==> config.mk <==
export PLATFORM = sky130hd
export DESIGN_NAME = and_frame_acc
export DESIGN_NICKNAME = d
export VERILOG_FILES = /design/src/rtl/and_frame_acc.sv
export SDC_FILE = /design/constraint.sdc
export NUM_CORES = 1
export LEC_CHECK = 0
export ABC_AREA = 1
export CAP_MARGIN = 15
export CORE_MARGIN = 3
export CORE_UTILIZATION = 52
export DETAILED_ROUTE_END_ITERATION = 10
export PLACE_DENSITY = 0.86
export SYNTH_ARGS = -nofsm -noshare
export SYNTH_HDL_FRONTEND = slang
export SYNTH_SLANG_ARGS = --single-unit
==> constraint.sdc <==
create_clock -name clk -period 1.7 [get_ports clk]
set_input_delay 0.255 -clock clk [delete_from_list [all_inputs] [get_ports clk]]
set_output_delay 0.255 -clock clk [all_outputs]
set_load 0.005 [all_outputs]
==> src/rtl/and_frame_acc.sv <==
// and_frame_acc: folds a stream of WIDTH-bit beats into one AND/NAND
// result per frame (frame ends on in_last), presented on a valid/ready
// output with a saturating beat count.
//
// Ports:
//   clk, reset      single clock, synchronous active-high reset
//   in_data/in_valid/in_last/mode, in_ready   input beat handshake
//   out_data/out_count/out_sat/out_valid, out_ready   result handshake
//   in_abort        (only with ANDACC_ABORT_EN) drop the partial frame
//
// Build option: define ANDACC_ABORT_EN to add the in_abort port.

module sAND (
    input  logic a,
    input  logic b,
    output logic y
);
    assign y = a & b;
endmodule

module sNOT (
    input  logic a,
    output logic y
);
    assign y = ~a;
endmodule

module and_frame_acc #(
    parameter int WIDTH = 16,
    parameter int CNT_W = 8
) (
    input  logic             clk,
    input  logic             reset,
    input  logic [WIDTH-1:0] in_data,
    input  logic             in_valid,
    input  logic             in_last,
    input  logic             mode,
`ifdef ANDACC_ABORT_EN
    input  logic             in_abort,
`endif
    output logic             in_ready,
    output logic [WIDTH-1:0] out_data,
    output logic [CNT_W-1:0] out_count,
    output logic             out_sat,
    output logic             out_valid,
    input  logic             out_ready
);

    typedef enum logic [1:0] {
        IDLE = 2'd0,
        ACC  = 2'd1,
        HOLD = 2'd2
    } state_t;

    localparam logic [CNT_W-1:0] CNT_MAX = {CNT_W{1'b1}};
    localparam logic [WIDTH-1:0] ONES    = {WIDTH{1'b1}};

    state_t           state, state_nxt;
    logic [WIDTH-1:0] acc, acc_nxt;
    logic [CNT_W-1:0] count, count_nxt;
    logic             sat, sat_nxt;
    logic             mode_r, mode_r_nxt;
    logic [WIDTH-1:0] out_data_nxt;
    logic [CNT_W-1:0] out_count_nxt;
    logic             out_sat_nxt;
    logic             out_valid_nxt;

    logic             abort;
    logic             accept;
    logic [WIDTH-1:0] and_vec;
    logic [WIDTH-1:0] final_acc;
    logic [WIDTH-1:0] final_inv;
    logic             final_mode;
    logic [CNT_W-1:0] cnt_inc;
    logic             cnt_at_max;

`ifdef ANDACC_ABORT_EN
    assign abort = in_abort && (state != HOLD);
`else
    assign abort = 1'b0;
`endif

    assign in_ready = (state != HOLD);
    assign accept   = in_valid && in_ready;

    // acc & in_data and the inverted result, built bit by bit from
    // the primitive gates.
    for (genvar i = 0; i < WIDTH; i++) begin : g_bit
        sAND u_and (
            .a (acc[i]),
            .b (in_data[i]),
            .y (and_vec[i])
        );
        sNOT u_not (
            .a (final_acc[i]),
            .y (final_inv[i])
        );
    end

    // On the first beat the accumulator is ignored (acc is all ones there
    // anyway after reset/drain), and mode comes straight from the port
    // because mode_r is only loaded on that same edge.
    assign final_acc  = (state == IDLE) ? in_data : and_vec;
    assign final_mode = (state == IDLE) ? mode : mode_r;

    assign cnt_at_max = (count == CNT_MAX);
    assign cnt_inc    = cnt_at_max ? count : count + 1'b1;

    always_comb begin
        state_nxt     = state;
        acc_nxt       = acc;
        count_nxt     = count;
        sat_nxt       = sat;
        mode_r_nxt    = mode_r;
        out_data_nxt  = out_data;
        out_count_nxt = out_count;
        out_sat_nxt   = out_sat;
        out_valid_nxt = out_valid;

        unique case (state)
            IDLE: begin
                if (abort) begin
                    acc_nxt   = ONES;
                    count_nxt = '0;
                    sat_nxt   = 1'b0;
                end else if (accept) begin
                    acc_nxt    = in_data;
                    count_nxt  = {{(CNT_W-1){1'b0}}, 1'b1};
                    sat_nxt    = 1'b0;
                    mode_r_nxt = mode;
                    if (in_last) begin
                        state_nxt     = HOLD;
                        out_data_nxt  = final_mode ? final_inv
                                                   : final_acc;
                        out_count_nxt = {{(CNT_W-1){1'b0}}, 1'b1};
                        out_sat_nxt   = 1'b0;
                        out_valid_nxt = 1'b1;
                    end else begin
                        state_nxt = ACC;
                    end
                end
            end
            ACC: begin
                if (abort) begin
                    acc_nxt   = ONES;
                    count_nxt = '0;
                    sat_nxt   = 1'b0;
                    state_nxt = IDLE;
                end else if (accept) begin
                    acc_nxt   = and_vec;
                    count_nxt = cnt_inc;
                    sat_nxt   = sat | cnt_at_max;
                    if (in_last) begin
                        state_nxt     = HOLD;
                        out_data_nxt  = final_mode ? final_inv
                                                   : final_acc;
                        out_count_nxt = cnt_inc;
                        out_sat_nxt   = sat | cnt_at_max;
                        out_valid_nxt = 1'b1;
                    end
                end
            end
            HOLD: begin
                if (out_ready) begin
                    out_valid_nxt = 1'b0;
                    acc_nxt       = ONES;
                    count_nxt     = '0;
                    sat_nxt       = 1'b0;
                    state_nxt     = IDLE;
                end
            end
            default: begin
                state_nxt = IDLE;
            end
        endcase
    end

    always_ff @(posedge clk) begin
        if (reset) begin
            state     <= IDLE;
            acc       <= ONES;
            count     <= '0;
            sat       <= 1'b0;
            mode_r    <= 1'b0;
            out_data  <= '0;
            out_count <= '0;
            out_sat   <= 1'b0;
            out_valid <= 1'b0;
        end else begin
            state     <= state_nxt;
            acc       <= acc_nxt;
            count     <= count_nxt;
            sat       <= sat_nxt;
            mode_r    <= mode_r_nxt;
            out_data  <= out_data_nxt;
            out_count <= out_count_nxt;
            out_sat   <= out_sat_nxt;
            out_valid <= out_valid_nxt;
        end
    end

endmodule
* Word-level counts from Yosys, hierarchy flattened
Cells that the tools add are included.
Word-level totals: bits in registers 54, latch bits 0, RAM bits 0, bits in read-only memories 0, bits of input ports 22, output and inout port bits 27, logic and storage cells 101, memories 0
Cells by class: add/sub/neg operators 1, $mul 0, divide/modulo/power cells 0, magnitude comparators 0, eq/ne operators 11, shift-type cells 0, mux-type cells 35, bitwise operators 33, reductions and logical operators 12
Operators by type and width (number):
- $mux 16 | 5
- $mux 8 | 8
- $pmux 16 s3 | 1
- $pmux 8 s3 | 1
- $and 1x1->1 | 16
- $not 1->1 | 16
- $pmux 8 s2 | 1
- $ne 2x2->1 const B | 6
- $reduce_and 4->1 | 3
- $mux 1 | 10
- $mux 2 | 5
- $add 8x1->8 const B | 1
- $eq 8x8->1 const B | 1
- $pmux 2 s3 | 1
- $reduce_and 5->1 | 1
- $ne 2x1->1 const B | 2
- $pmux 1 s2 | 2
- $reduce_bool 2->1 | 2
- $pmux 1 s3 | 1
- $reduce_and 3->1 | 1
- $reduce_bool 3->1 | 1
- $eq 2x1->1 const B | 1
- $eq 2x2->1 const B | 1
- $logic_not 2->1 | 1
- other kinds (4) | 4

* Depth between registers and ports, before layout
Gate-level depths: netlist of the first run.
word-level depth 5, mapped depth 10, gate-level depth less buffers 10

* By module
A second synthesis of the first run with hierarchy kept.
Second synthesis, totals: cells, all modules 447, area, all modules 2906.5 µm²
By module, submodules not included:
- and_frame_acc | times used 1, cells each 399, area each 2726.4 µm², seq. area each 1081.0 µm²
- sAND | times used 16, cells each 2, area each 7.5 µm², seq. area each 0.0 µm²
- sNOT | times used 16, cells each 1, area each 3.8 µm², seq. area each 0.0 µm²

* Worst setup path after synthesis of the first run
OpenSTA, ideal clock, no wires.
path type reg-to-reg, from register state[1], to register acc[0], arrival 1.432 ns, required time 1.583 ns, path slack 0.151 ns, cell stages (with the launch flop) 9, path buffers 1, period minus slack after synthesis 1.549 ns, cell sequence dfxtp_1 inv_1 ha_1 clkinv_1 clkbuf_1 a21oi_1 o21ai_0 nand2_1 nand2_1
On the way: cells in the longest elaborated chain, start to end 4, elaborated cells between the ends (all ways) 11
Ends and longest elaborated chain:
- from (decl) | RTL line 58 | state_t state, state_nxt;
- from (signal assigned) | RTL line 190 | state <= state_nxt;
- $ne 2x2->1 | RTL line 83 | assign in_ready = (state != HOLD);
- $logic_and 1x1->1 | RTL line 84 | assign accept = in_valid && in_ready;
- $ne 2x2->1 (no line)
- $reduce_and 4->1 (no line)
- to (signal assigned) | RTL line 191 | acc <= acc_nxt;
- to (decl) | RTL line 59 | logic [WIDTH-1:0] acc, acc_nxt;
Parallel ways exist; a longest one is shown, timed or not. A chain may end at the register's enable or synchronous reset.

* Final worst setup path of the first run
from register state[1], to register out_data[7]
On the way: cells in the longest elaborated chain, start to end 4, elaborated cells between the ends (all ways) 10
Ends and longest elaborated chain:
- $logic_not 2->1 | RTL line 103, 104, 120
- $mux 16 | RTL line 103 | assign final_acc = (state == IDLE) ? in_data : and_vec;
- $not 1->1 | RTL line 25 | assign y = ~a;
- $mux 16 | RTL line 133, 155
- to (signal assigned) | RTL line 195 | out_data <= out_data_nxt;
- to (decl) | RTL line 42 | output logic [WIDTH-1:0] out_data,
Parallel ways exist; a longest one is shown, timed or not.

==> results.cfg, run 1 <==
[floorplanning]
die_w_um = 79.0
core_um2 = 4940
die_h_um = 79.0
die_area_um2 = 6230
core.rowCount = 25
io_pins = 49
start_util_pct = 56.0

[placed_design]
place_inst = 498
io_buffers = 48
place_area_um2 = 3340
dpl_worst_slack_ps = 14.1
gp_congestion = 0.839
hpwl_mm = 4.64

[global_routing]
antenna_found_initial = 0
grt_first_pass_wirelength_mm = 11.1
grt.total_usage_pct = 22.0
first_global_vias = 2489
grt_max_degree = 47
grt_overflow = 0

[synthesis]
yosys.cell_types.count = 25
synth_common_cells = 72 x a21oi_1, 72 x nand2_1, 66 x o21ai_0
synthTopCellsByArea = dfxtp_1 39%, a21oi_1 13%, o21ai_0 12%, nand2_1 9.8%, inv_1 4.5%
synth_top_area_share_pct = 39.1
yosysWarnings = 0
syn_avg_cell_area_um2 = 7.13
ys_seq_area_share_pct = 39.1
syn_nets = 415
ys_ff_latch = 54
syn_inst = 388
synth_area_um2 = 2770
synth_edf_count = 0
synth-async-reset-ratio_pct = 0
ys.flop_type = dfxtp_1
synth_area_leader_cell = dfxtp_1

[sta]
setup_viol = 0
hold-worst-slack_ps = 478
max_freq_mhz = 602
relSlewSlack_pct = 77.2
period_share_pct = 97.8
layout_setup_ws_ps = 37.9
setup-tns-final_ps = 0
finalClockSkew_ps = 10.1
maxSlewViolCount = 0
worstMarginPinSlew_ps = 338
hold_viol = 0
post-route-min-period_ps = 1660

[clock_tree]
cts_buffer_depth = 2
cts_sinks = 54
path_clk_slew_ps = 100
cts_made_buffers = 5
htreeDepth = 2
cts_tree = done
clockRootBuffer = clkbuf_8
worstSkewPairLatency_ps = 310

[final_layout]
final_cell_count_no_fill = 513
area_growth_pct = 28.7
diodes = 0
final_nets = 472
drive_above_1_share_pct = 12.6
final_cell_area_um2 = 3560
fillers = 404

[run]
max_cap_violations = 0

[drt]
avgRoutedWirePerCell_um = 13.8
route.detailed.drc = 0
wirelength_mm = 7.06
routed_via_density = 5.39
vias = 2766
first_pass_iters = 5
drtIter0Drc = 235
antenna_left = 0

[outcome]
status = finished clean

[setup_path]
crit_type = reg -> reg
worstPathMaxFanout = 6
start_kind = flip-flop
cp.arrival_ps = 1870
cp-end-kind = flip-flop
ff2ff_setup_slack_ps = 40
required_ps = 1910

[pwr]
leakage_nw = 1.47
power-per-cell-area_nw_per_um2 = 958
ir_worst_vdd_uv = 638

[hold_path]
hold_class = reg -> reg
## flip-flops by register name, indices dropped and copies added (netlist names)
name       cells
state          2
out_sat        1
mode_r         1
acc           16
count          8
out_data      16
out_valid      1
sat            1
out_count      8
## final timing paths
| check | from | end | depth (start not counted) |
|---|---|---|---|
| worst min register to register | out_valid$_SDFFE_PP0P_ | out_valid$_SDFFE_PP0P_ | 2 |
| worst max register to register | state[1]$_SDFFE_PP0P_ | out_data[7]$_SDFFE_PP0P_ | 8 |
| worst min-delay path | out_valid$_SDFFE_PP0P_ | out_valid$_SDFFE_PP0P_ | 2 |
| worst max-delay path | state[1]$_SDFFE_PP0P_ | out_data[7]$_SDFFE_PP0P_ | 8 |
## placed cells by master, fill, tap and decap left out
| cell type | n |
|---|---|
| inv_6 | 3 |
| a21oi_2 | 3 |
| o21ai_2 | 1 |
| clkbuf_8 | 5 |
| clkinv_1 | 1 |
| bufinv_16 | 1 |
| clkinv_8 | 1 |
| ha_2 | 2 |
| ha_1 | 3 |
| inv_2 | 4 |
| nor2_1 | 17 |
| o21ai_1 | 4 |
| nand2_2 | 4 |
| nand3_4 | 1 |
| nand4_1 | 3 |
| inv_1 | 32 |
| dlygate4sd2_1 | 1 |
| buf_4 | 19 |
| clkdlybuf4s50_1 | 47 |
| nand2_1 | 70 |
| nand2_4 | 2 |
| nor2_4 | 2 |
| o21ai_4 | 1 |
| nand3_1 | 16 |
| nor2_2 | 1 |
| o21ai_0 | 61 |
| xor2_1 | 13 |
| o21bai_1 | 1 |
| a21oi_1 | 69 |
| buf_12 | 2 |
| buf_6 | 1 |
| dfxtp_2 | 2 |
| nand3_2 | 1 |
| dfxtp_1 | 52 |
## stage by stage
stage,utilization (%),power [mW]
after floorplan,-,2.10
after global placement,67.6,2.44
after detailed placement,67.6,2.46
after CTS,70.4,3.37
after global routing,72.1,3.59
final,72.1,3.41
## routing by layer
layer	track usage, %	up-vias	share of wire (%)
li1	-	1397	-
met1	28.3	1266	44
met2	37.3	99	50
met3	5.10	4	5.9
met4	5.33	0	0.65
met5	0	-	0
## kinds of logic after synthesis
group / synth area share, %
fa+ha+maj: 2.26
xor+xnor: 4.11
flops: 39.1
compound gates: 25.8
simple gates: 18.7
buf+inv: 10.1
## worst max-delay path: stages, from the launching register on
cell     delay, ps
dfxtp_2        350
inv_1          100
ha_2           270
buf_4          150
nand2_4         50
o21ai_4         90
buf_4          210
xor2_1         240
a21oi_1         90
## cell type report
| type | count | area [µm²] | share of cell area (%) |
|---|---|---|---|
| repair buffers | 70 | 673 | 18.9 |
| repair inverters | 1 | 8.76 | 0.246 |
| clock inverters | 3 | 47.5 | 1.34 |
| multi-input cells | 275 | 1440 | 40.4 |
| well taps | 67 | 83.8 | 2.35 |
| clock buffers | 5 | 68.8 | 1.93 |
| inverters | 38 | 155 | 4.36 |
| flip-flops and latches | 54 | 1080 | 30.4 |
## what timing repair did
action / CTS / global route
pin swaps: 0 / 6
setup buffers: 2 / 5
hold buffers: 0 / 0
gates cloned: 0 / 1
gates resized for setup: 4 / 19
endpoints found under the setup margin: 2 / 51
## power breakdown
group / internal, mW / leakage [nW] / switching, mW / total (mW)
Sequential: 1.41 / 0.446 / 0.0857 / 1.50
Clock: 0.450 / 0.0591 / 0.452 / 0.901
Combinational: 0.463 / 0.967 / 0.549 / 1.01
Note: power is estimated with default switching activity, not from simulation.
==> run 2, diff against run 1 <==
--- a/config.mk
+++ b/config.mk
@@ -11,6 +11,8 @@
 export CORE_UTILIZATION = 52
 export DETAILED_ROUTE_END_ITERATION = 10
 export PLACE_DENSITY = 0.86
+export SETUP_SLACK_MARGIN = 0.02
+export SLEW_MARGIN = 20
 export SYNTH_ARGS = -nofsm -noshare
 export SYNTH_HDL_FRONTEND = slang
 export SYNTH_SLANG_ARGS = --single-unit
==> results.cfg, run 2 (synthesis gave the netlist of run 1 again) <==
[pwr]
clkPwrFrac_pct = 26.3
power.net_switching_mw = 1.08
ir_worst_vdd_uv = 641
pwr-share-seq_pct = 44.0
power-per-cell-area_nw_per_um2 = 956
leakage_nw = 1.47
comb_power_share_pct = 29.7
p_int_mw = 2.32
switching_share_pct = 31.7

[drt]
antenna_left = 0
routed_via_density = 5.39
drtIter0Drc = 246
avgRoutedWirePerCell_um = 13.7
wirelength_mm = 7.04
route.detailed.drc = 0
first_pass_iters = 6
vias = 2766

[final_layout]
reg.largest.list = acc (16), out_data (16)
final_cell_area_um2 = 3560
diodes = 0
post-route-util_pct = 72.1
mostFrequentLayoutCells = 70 x a21oi_1, 70 x nand2_1, 63 x o21ai_0
area_growth_pct = 28.7
final_nets = 472
drive_above_1_share_pct = 12.3

[setup_path]
crit_chain = inv_1 > ha_2 > buf_4 > nand2_4 > o21ai_4 > buf_6 > xor2_1 > a21oi_1
cp.arrival_ps = 1830
crit_type = reg -> reg
path_buf_inv = 3
crit_family = buffers and inverters
start_kind = flip-flop
cpPeakStageDelay_ps = 350
cp-end-kind = flip-flop
worstPathMaxFanout = 6
crit_slowest_cell = dfxtp_2
required_ps = 1900

[sta]
period_share_pct = 95.7
max_freq_mhz = 615
worstMarginPinSlew_ps = 346
finalClockSkew_ps = 6.91
maxSlewViolCount = 0
relSlewSlack_pct = 76.7
hold_viol = 0
setup-tns-final_ps = 0
layout_setup_ws_ps = 72.8
post-route-min-period_ps = 1630
hold-worst-slack_ps = 478
setup_viol = 0

[clock_tree]
htreeDepth = 2
cts_tree = done
clockRootBuffer = clkbuf_8
cts_made_buffers = 5
worstSkewPairLatency_ps = 310
cts_sinks = 54
cts_buffer_depth = 2
path_clk_slew_ps = 100

[placed_design]
hpwl_mm = 4.64
place_area_um2 = 3340
gp_congestion = 0.839
dpl_worst_slack_ps = 14.1
io_buffers = 48

[floorplanning]
die_area_um2 = 6230
core_um2 = 4940
io_pins = 49
die_h_um = 79.0
die_w_um = 79.0
core.rowCount = 25
start_util_pct = 56.0

[global_routing]
grt_first_pass_wirelength_mm = 11.1
first_global_vias = 2489
antenna_found_initial = 0
grt_overflow = 0
grt_max_degree = 47
grt.total_usage_pct = 22.0

[run]
max_cap_violations = 0

[hold_path]
hold_class = reg -> reg

[outcome]
status = finished clean
==> run 2: cell counts in the layout (fill, tap and decap cells not counted) <==
No cell type changed its count.
==> run 2: final timing paths <==
check	endpoint	from	slack [ps]	cells after the start
setup / recovery	out_data[7]$_SDFFE_PP0P_	state[1]$_SDFFE_PP0P_	70	8
hold / removal	out_valid$_SDFFE_PP0P_	out_valid$_SDFFE_PP0P_	480	2
setup reg to reg	out_data[7]$_SDFFE_PP0P_	state[1]$_SDFFE_PP0P_	70	8
hold reg to reg	out_valid$_SDFFE_PP0P_	out_valid$_SDFFE_PP0P_	480	2
==> run 2: metal layers <==
layer	global-route usage, %	part of all wire (%)	routed length [µm]
met3	5.10	7.0	492
met5	0	0	0
met2	37.3	49	3490
met1	28.3	43	3010
met4	5.33	0.72	51
==> run 2: metrics by stage <==
step           cells  power, mW
2_1_floorplan    388       2.10
3_3_place_gp     498       2.44
3_5_place_dp     498       2.46
4_1_cts          508       3.37
5_1_grt          513       3.59
6_report         513       3.40
==> run 2: repair_timing <==
item                       4_1_cts  5_1_grt
pin swaps                        0        7
setup buffers                    2        5
resized for setup                4       17
setup endpoints to repair        8       52
hold buffers                     0        0
gates cloned                     0        1
==> run 2: worst reg2reg max path, delay by kind of cell (launching register included) <==
| family | cells | cell delay, ps |
|---|---|---|
| compound gates | 2 | 190 |
| xor+xnor | 1 | 230 |
| fa+ha+maj | 1 | 270 |
| buf+inv | 3 | 430 |
| flops | 1 | 350 |
| simple gates | 1 | 50 |
==> run 2: power groups by stage <==
| stage | Combinational, mW | Sequential (mW) | Clock [mW] |
|---|---|---|---|
| detailed placement | 0.934 | 1.52 | 0 |
| global route | 1.11 | 1.51 | 0.965 |
| finish | 1.01 | 1.50 | 0.896 |
| global placement | 0.915 | 1.52 | 0 |
| floorplan | 0.585 | 1.52 | 0 |
| CTS | 0.950 | 1.50 | 0.923 |
==> run 2: cell type report <==
cell class              count  area (µm²)
clock buffers               5        68.8
clock inverters             3        47.5
fillers                   403        1380
inverters                  38         155
multi-input cells         275        1440
flip-flops and latches     54        1080
well taps                  67        83.8
repair buffers             70         677
repair inverters            1        8.76
